<file path="config.mk">
export PLATFORM = sky130hd
export DESIGN_NAME = alu_share_arbiter_flat
export DESIGN_NICKNAME = d
export VERILOG_FILES = /design/src/rtl/alu_share_if.sv /design/src/rtl/alu_share_arbiter.sv /design/src/flat_wrapper.sv
export SDC_FILE = /design/constraint.sdc
export NUM_CORES = 1
export LEC_CHECK = 0
export CAP_MARGIN = 20
export CORE_ASPECT_RATIO = 0.6
export CORE_MARGIN = 8
export CORE_UTILIZATION = 25
export DETAILED_ROUTE_END_ITERATION = 8
export SLEW_MARGIN = 20
export SYNTH_ARGS = -nofsm -noshare
export SYNTH_HDL_FRONTEND = slang
export SYNTH_SLANG_ARGS = --single-unit
</file>
<file path="constraint.sdc">
create_clock -name clk -period 1.8 [get_ports clk]
set_clock_uncertainty 0.1 [all_clocks]
set_input_delay 0.18 -clock clk [delete_from_list [all_inputs] [get_ports clk]]
set_output_delay 0.18 -clock clk [all_outputs]
set_load 0.05 [all_outputs]
</file>
<file path="src/rtl/alu_share_if.sv">
// Bundle of every signal between the shared-ALU arbiter and its surroundings:
// the two requesters, the ALU instance and the response consumers.
// "master" is the surrounding environment (requesters + ALU), "slave" the arbiter.
interface alu_share_if #(
    parameter int DATA_W = 32,
    parameter int CTRL_W = 4
);
    // Request side
    logic [1:0]        req_valid;
    logic [1:0]        req_ready;
    logic [DATA_W-1:0] req_a0;
    logic [DATA_W-1:0] req_a1;
    logic [DATA_W-1:0] req_b0;
    logic [DATA_W-1:0] req_b1;
    logic [CTRL_W-1:0] req_ctrl0;
    logic [CTRL_W-1:0] req_ctrl1;
    logic [1:0]        req_cmp0;
    logic [1:0]        req_cmp1;

    // ALU side
    logic [DATA_W-1:0] alu_a;
    logic [DATA_W-1:0] alu_b;
    logic [CTRL_W-1:0] alu_ctrl;
    logic              alu_cmp_en;
    logic              alu_eq;
    logic [DATA_W-1:0] alu_result;
    logic              alu_zero;

    // Response side
    logic [1:0]        rsp_valid;
    logic [1:0]        rsp_ready;
    logic [DATA_W-1:0] rsp_result;
    logic              rsp_zero;
    logic              rsp_err;

    modport master (
        output req_valid, req_a0, req_a1, req_b0, req_b1,
               req_ctrl0, req_ctrl1, req_cmp0, req_cmp1,
               alu_result, alu_zero, rsp_ready,
        input  req_ready, alu_a, alu_b, alu_ctrl, alu_cmp_en, alu_eq,
               rsp_valid, rsp_result, rsp_zero, rsp_err
    );

    modport slave (
        input  req_valid, req_a0, req_a1, req_b0, req_b1,
               req_ctrl0, req_ctrl1, req_cmp0, req_cmp1,
               alu_result, alu_zero, rsp_ready,
        output req_ready, alu_a, alu_b, alu_ctrl, alu_cmp_en, alu_eq,
               rsp_valid, rsp_result, rsp_zero, rsp_err
    );
endinterface

</file>
<file path="src/rtl/alu_share_arbiter.sv">
// Round-robin sharing of one ALU between the execute stage (req 0) and the
// branch/address unit (req 1). One operation at a time: accept in IDLE,
// evaluate for exactly one cycle in EXEC, hold the registered result in RESP
// until the owning requester takes it.
module alu_share_arbiter #(
    parameter int DATA_W  = 32,
    parameter int CTRL_W  = 4,
    parameter int N_LEGAL = 10
) (
    input  logic      clk,
    input  logic      rst_n,
    alu_share_if.slave bus
);

    typedef enum logic [1:0] {
        IDLE = 2'd0,
        EXEC = 2'd1,
        RESP = 2'd2
    } state_t;

    localparam logic [CTRL_W:0] LEGAL_LIMIT = (CTRL_W+1)'(N_LEGAL);

    state_t            state_reg;
    state_t            state_next;
    logic              last_grant_reg;
    logic              owner_reg;
    logic [DATA_W-1:0] a_reg;
    logic [DATA_W-1:0] b_reg;
    logic [CTRL_W-1:0] ctrl_reg;
    logic [1:0]        cmp_reg;
    logic [DATA_W-1:0] result_reg;
    logic              zero_reg;
    logic              err_reg;

    logic [1:0]        grant_oh;
    logic              grant_id;
    logic              accept;
    logic              ctrl_legal;

    // Round-robin pick: a lone requester wins outright, a tie goes to the
    // requester that was not served last.
    always_comb begin
        grant_oh = 2'b00;
        grant_id = 1'b0;
        if (bus.req_valid == 2'b11) begin
            grant_id = ~last_grant_reg;
            grant_oh = last_grant_reg ? 2'b01 : 2'b10;
        end else if (bus.req_valid[0]) begin
            grant_id = 1'b0;
            grant_oh = 2'b01;
        end else if (bus.req_valid[1]) begin
            grant_id = 1'b1;
            grant_oh = 2'b10;
        end
    end

    // A grant is offered only in IDLE, so req_ready doubles as the handshake.
    assign accept     = (state_reg == IDLE) && (grant_oh != 2'b00);
    assign ctrl_legal = ({1'b0, ctrl_reg} < LEGAL_LIMIT);

    // Per-requester ready/valid; ready is also masked while reset is held so
    // no requester sees a phantom accept.
    generate
        for (genvar gi = 0; gi < 2; gi++) begin : g_port
            assign bus.req_ready[gi] = rst_n && (state_reg == IDLE) && grant_oh[gi];
            assign bus.rsp_valid[gi] = (state_reg == RESP) && (owner_reg == 1'(gi));
        end
    endgenerate

    // State register.
    always_ff @(posedge clk or negedge rst_n) begin
        if (!rst_n) begin
            state_reg <= IDLE;
        end else begin
            state_reg <= state_next;
        end
    end

    // Next-state: fixed IDLE -> EXEC -> RESP -> IDLE walk; RESP waits on the owner only.
    always_comb begin
        state_next = state_reg;
        case (state_reg)
            IDLE:    if (accept) state_next = EXEC;
            EXEC:    state_next = RESP;
            RESP:    if (bus.rsp_ready[owner_reg]) state_next = IDLE;
            default: state_next = IDLE;
        endcase
    end

    // Operand latch at accept, result capture at the end of the EXEC cycle.
    always_ff @(posedge clk or negedge rst_n) begin
        if (!rst_n) begin
            last_grant_reg <= 1'b1;
            owner_reg      <= 1'b0;
            a_reg          <= '0;
            b_reg          <= '0;
            ctrl_reg       <= '0;
            cmp_reg        <= '0;
            result_reg     <= '0;
            zero_reg       <= 1'b0;
            err_reg        <= 1'b0;
        end else begin
            if (accept) begin
                owner_reg      <= grant_id;
                last_grant_reg <= grant_id;
                a_reg          <= grant_id ? bus.req_a1    : bus.req_a0;
                b_reg          <= grant_id ? bus.req_b1    : bus.req_b0;
                ctrl_reg       <= grant_id ? bus.req_ctrl1 : bus.req_ctrl0;
                cmp_reg        <= grant_id ? bus.req_cmp1  : bus.req_cmp0;
            end
            if (state_reg == EXEC) begin
                if (ctrl_legal) begin
                    result_reg <= bus.alu_result;
                    zero_reg   <= bus.alu_zero;
                    err_reg    <= 1'b0;
                end else begin
                    // Unknown opcode: ALU output is meaningless, report an error instead.
                    result_reg <= '0;
                    zero_reg   <= 1'b0;
                    err_reg    <= 1'b1;
                end
            end
        end
    end

    // ALU is fed only from the latched operands, so it stays quiet between ops.
    assign bus.alu_a      = a_reg;
    assign bus.alu_b      = b_reg;
    assign bus.alu_ctrl   = ctrl_reg;
    assign bus.alu_cmp_en = cmp_reg[1];
    assign bus.alu_eq     = cmp_reg[0];

    assign bus.rsp_result = result_reg;
    assign bus.rsp_zero   = zero_reg;
    assign bus.rsp_err    = err_reg;

endmodule
</file>
<file path="src/flat_wrapper.sv">
// flat-port wrapper written by rule: the top's interface ports become plain ports
module alu_share_arbiter_flat 
#(
    parameter int DATA_W  = 32,
    parameter int CTRL_W  = 4,
    parameter int N_LEGAL = 10
)
  (clk, rst_n, bus_req_valid, bus_req_a0, bus_req_a1, bus_req_b0, bus_req_b1, bus_req_ctrl0, bus_req_ctrl1, bus_req_cmp0, bus_req_cmp1, bus_alu_result, bus_alu_zero, bus_rsp_ready, bus_req_ready, bus_alu_a, bus_alu_b, bus_alu_ctrl, bus_alu_cmp_en, bus_alu_eq, bus_rsp_valid, bus_rsp_result, bus_rsp_zero, bus_rsp_err);
  alu_share_if #(.DATA_W(DATA_W), .CTRL_W(CTRL_W)) bus_i ();
  input  logic clk;
  input  logic rst_n;
  input wire logic [$bits(bus_i.req_valid)-1:0] bus_req_valid;
  input wire logic [$bits(bus_i.req_a0)-1:0] bus_req_a0;
  input wire logic [$bits(bus_i.req_a1)-1:0] bus_req_a1;
  input wire logic [$bits(bus_i.req_b0)-1:0] bus_req_b0;
  input wire logic [$bits(bus_i.req_b1)-1:0] bus_req_b1;
  input wire logic [$bits(bus_i.req_ctrl0)-1:0] bus_req_ctrl0;
  input wire logic [$bits(bus_i.req_ctrl1)-1:0] bus_req_ctrl1;
  input wire logic [$bits(bus_i.req_cmp0)-1:0] bus_req_cmp0;
  input wire logic [$bits(bus_i.req_cmp1)-1:0] bus_req_cmp1;
  input wire logic [$bits(bus_i.alu_result)-1:0] bus_alu_result;
  input wire logic [$bits(bus_i.alu_zero)-1:0] bus_alu_zero;
  input wire logic [$bits(bus_i.rsp_ready)-1:0] bus_rsp_ready;
  output wire logic [$bits(bus_i.req_ready)-1:0] bus_req_ready;
  output wire logic [$bits(bus_i.alu_a)-1:0] bus_alu_a;
  output wire logic [$bits(bus_i.alu_b)-1:0] bus_alu_b;
  output wire logic [$bits(bus_i.alu_ctrl)-1:0] bus_alu_ctrl;
  output wire logic [$bits(bus_i.alu_cmp_en)-1:0] bus_alu_cmp_en;
  output wire logic [$bits(bus_i.alu_eq)-1:0] bus_alu_eq;
  output wire logic [$bits(bus_i.rsp_valid)-1:0] bus_rsp_valid;
  output wire logic [$bits(bus_i.rsp_result)-1:0] bus_rsp_result;
  output wire logic [$bits(bus_i.rsp_zero)-1:0] bus_rsp_zero;
  output wire logic [$bits(bus_i.rsp_err)-1:0] bus_rsp_err;
  assign bus_i.req_valid = bus_req_valid;
  assign bus_i.req_a0 = bus_req_a0;
  assign bus_i.req_a1 = bus_req_a1;
  assign bus_i.req_b0 = bus_req_b0;
  assign bus_i.req_b1 = bus_req_b1;
  assign bus_i.req_ctrl0 = bus_req_ctrl0;
  assign bus_i.req_ctrl1 = bus_req_ctrl1;
  assign bus_i.req_cmp0 = bus_req_cmp0;
  assign bus_i.req_cmp1 = bus_req_cmp1;
  assign bus_i.alu_result = bus_alu_result;
  assign bus_i.alu_zero = bus_alu_zero;
  assign bus_i.rsp_ready = bus_rsp_ready;
  assign bus_req_ready = bus_i.req_ready;
  assign bus_alu_a = bus_i.alu_a;
  assign bus_alu_b = bus_i.alu_b;
  assign bus_alu_ctrl = bus_i.alu_ctrl;
  assign bus_alu_cmp_en = bus_i.alu_cmp_en;
  assign bus_alu_eq = bus_i.alu_eq;
  assign bus_rsp_valid = bus_i.rsp_valid;
  assign bus_rsp_result = bus_i.rsp_result;
  assign bus_rsp_zero = bus_i.rsp_zero;
  assign bus_rsp_err = bus_i.rsp_err;
  alu_share_arbiter #(.DATA_W(DATA_W), .CTRL_W(CTRL_W), .N_LEGAL(N_LEGAL)) u_core (.clk(clk), .rst_n(rst_n), .bus(bus_i));
endmodule
</file>
==> reports/qor.yml <==
run_status:
  status: "complete, but fails checks"
  violations: "setup timing"
synth:
  synth.distinct_cells: 20
  synth_area_um2: 5440
  syn_area_per_cell_um2: 16.7
  ys_ff_latch: 108
  yosysSeqAreaShare: 0.497
  yosysWarnings: 0
  netlist_instances: 326
  synth_area_leaders: "dfrtp_1 49%, mux2_4 38%, a22o_1 5.3%"
  syn-num-nets: 505
  yosysTopAreaCell: "dfrtp_1"
  synth_top_area_share: 0.492
routing:
  wl_per_cell_um: 20.3
  first_iter_violations: 134
  dr.pass1.iters: 4
  drt-total-wl_um: 18400
  drc_errors: 0
  viasPerCell: 4.30
  final_antenna_net_count: 0
  num_vias: 3903
place:
  gp_congestion: 0.786
  port_buffers: 286
  place_ws_ps: -224
  dp_hpwl_um: 13400
power:
  leakagePower_nw: 4.23
  power.switching_mw: 7.98
  seqPwrFrac: 0.251
  power_density_nw_per_um2: 1950
  ir_drop_mv: 0.950
  p_sw_frac: 0.456
  p_clk_frac: 0.130
  power_mw: 17.5
  p_int_mw: 9.51
  combPwrFrac: 0.619
critical_path:
  critPathCaptureType: "flop"
  cp.required_ps: 1940
  crit_arrival_ps: 1970
  cp_max_fo: 9
  setup.worst_path.class: "reg2reg"
  startpoint_type: "flop"
timing:
  setup_violations: 54
  worst_pin_slew_ps: 590
  timing.fmax_mhz: 546
  finalSetupTns_ps: -794
  drv_slew: 0
  fin_ws_ps: -30.0
  rsz0062_at_grt: "true"
  fin_crit_sh: 1.02
  holdWs_ps: 317
  hold_viol_final: 0
  relSlewSlack: 0.607
  min_period_ps: 1830
floorplan:
  coreArea_um2: 21200
  dieHeight_um: 130
  die_width_um: 206
  die_area_um2: 26900
  num_rows: 41
  pin_count: 287
  initial_core_util: 0.257
grt:
  grt_pass1_wl_um: 27200
  grt_pass1_vias: 4519
  grt_use_met3: 0.0693
  antenna_found_initial: 0
  grt_max_degree: 109
  grtUsageMet1: 0.156
  track_usage: 0.132
  grtUsageMet2: 0.210
  grt_overflow: 0
  grt.busiest_layer: "met2"
clock_network:
  cts_root_buf: "clkbuf_16"
  cts_buffers: 9
  path_clk_slew_ps: 80
  clock_latency_ps: 360
  cts_tree: "yes"
  cts_sinks: 108
  cts_max_level: 3
  cts_buffer_depth: 2
hold_path:
  hp-class: "in2reg"
job:
  max-cap-violations: 0
cells_and_area:
  most-common-layout-cells: "177 x clkdlybuf4s50_1, 138 x mux2_4, 110 x buf_4"
  diodes: 0
  final.fill_count: 1935
  drive_gt1_frac: 0.467
  syn_to_final_growth_pct: 64.9
  finalNetCount: 803
  layout_commonest_cell: "clkdlybuf4s50_1"
power groups by stage:
stage               Clock [mW]  Combinational, mW  Sequential, mW
finish                    2.28               10.8            4.40
global placement             0               10.6            4.36
CTS                       2.37               10.8            4.42
floorplan                    0               3.53            8.19
global route              2.48               11.3            4.56
detailed placement           0               10.7            4.41
logic make-up (layout without fill, tap and decap cells):
family,after synthesis,after routing,synth area share
muxes,141,141,0.386
and+or+nand+nor,9,9,0.00713
AOI/OAI and AO/OA,42,42,0.0642
DFF,108,108,0.497
buffers and inverters,26,328,0.0460
routing by layer:
layer	up-vias	wire, µm	share of wire
li1	1786	-	-
met1	1940	7900	0.43
met3	11	1980	0.11
met4	0	187	0.010
met5	-	0	0
met2	166	8370	0.45
final cells by class:
| class | instances | area (µm²) | share of cell area |
|---|---|---|---|
| clock inverters | 6 | 113 | 0.0126 |
| clock buffers | 9 | 225 | 0.0251 |
| repair buffers | 310 | 3050 | 0.339 |
| inverters | 3 | 11.3 | 0.00126 |
| multi-input cells | 192 | 2520 | 0.281 |
| well taps | 279 | 349 | 0.0389 |
| flip-flops and latches | 108 | 2700 | 0.301 |
worst max-delay path, stage by stage (launching register included):
cell and delay [ps]:
dfstp_2 550, a21bo_4 170, buf_12 140, clkbuf_16 180, mux2_4 300, mux2_4 260
synthesized netlist by cell type:
master    count
a21oi_1       2
o21a_1        2
inv_1         3
buf_2         4
a31oi_1       1
mux2_4      136
nand2_1       1
o32ai_1       1
nor2_1        6
dfrtp_1     107
clkbuf_1      4
buf_12        7
a21bo_1       1
a22o_1       33
nand2b_1      2
mux2_2        5
buf_6         1
buf_4         7
o21ai_0       2
dfstp_2       1
repair_timing:
action	4_1_cts	5_1_grt
resized for setup	11	5
hold buffers	1	0
cloned	2	4
endpoints found under the hold margin	107	0
buffers inserted	3	2
pin swaps	0	3
setup endpoints to repair	70	69
per-stage QoR:
stage,cells,utilization,cell area (µm²)
after floorplan,326,-,5440
after global placement,880,0.396,8380
after detailed placement,880,0.396,8380
after CTS,901,0.417,8840
after global routing,907,0.423,8970
final,907,0.423,8970
path summary, 6_finish.rpt:
check	cells past startpoint	end	startpoint	slack, ps
setup / recovery	5	u_core.bus.alu_b[9]	u_core.last_grant_reg	-30
hold / removal	2	u_core.bus.rsp_result[4]	bus_alu_result[4]	320
setup reg to reg	5	u_core.bus.alu_b[9]	u_core.last_grant_reg	-30
max in group asynchronous	3	u_core.bus.alu_ctrl[3]	rst_n	720
hold reg to reg	1	u_core.bus.alu_b[27]	u_core.bus.alu_b[27]	410
min in group asynchronous	3	u_core.bus.alu_b[30]	rst_n	460
Note: power is estimated with default switching activity, not from simulation.
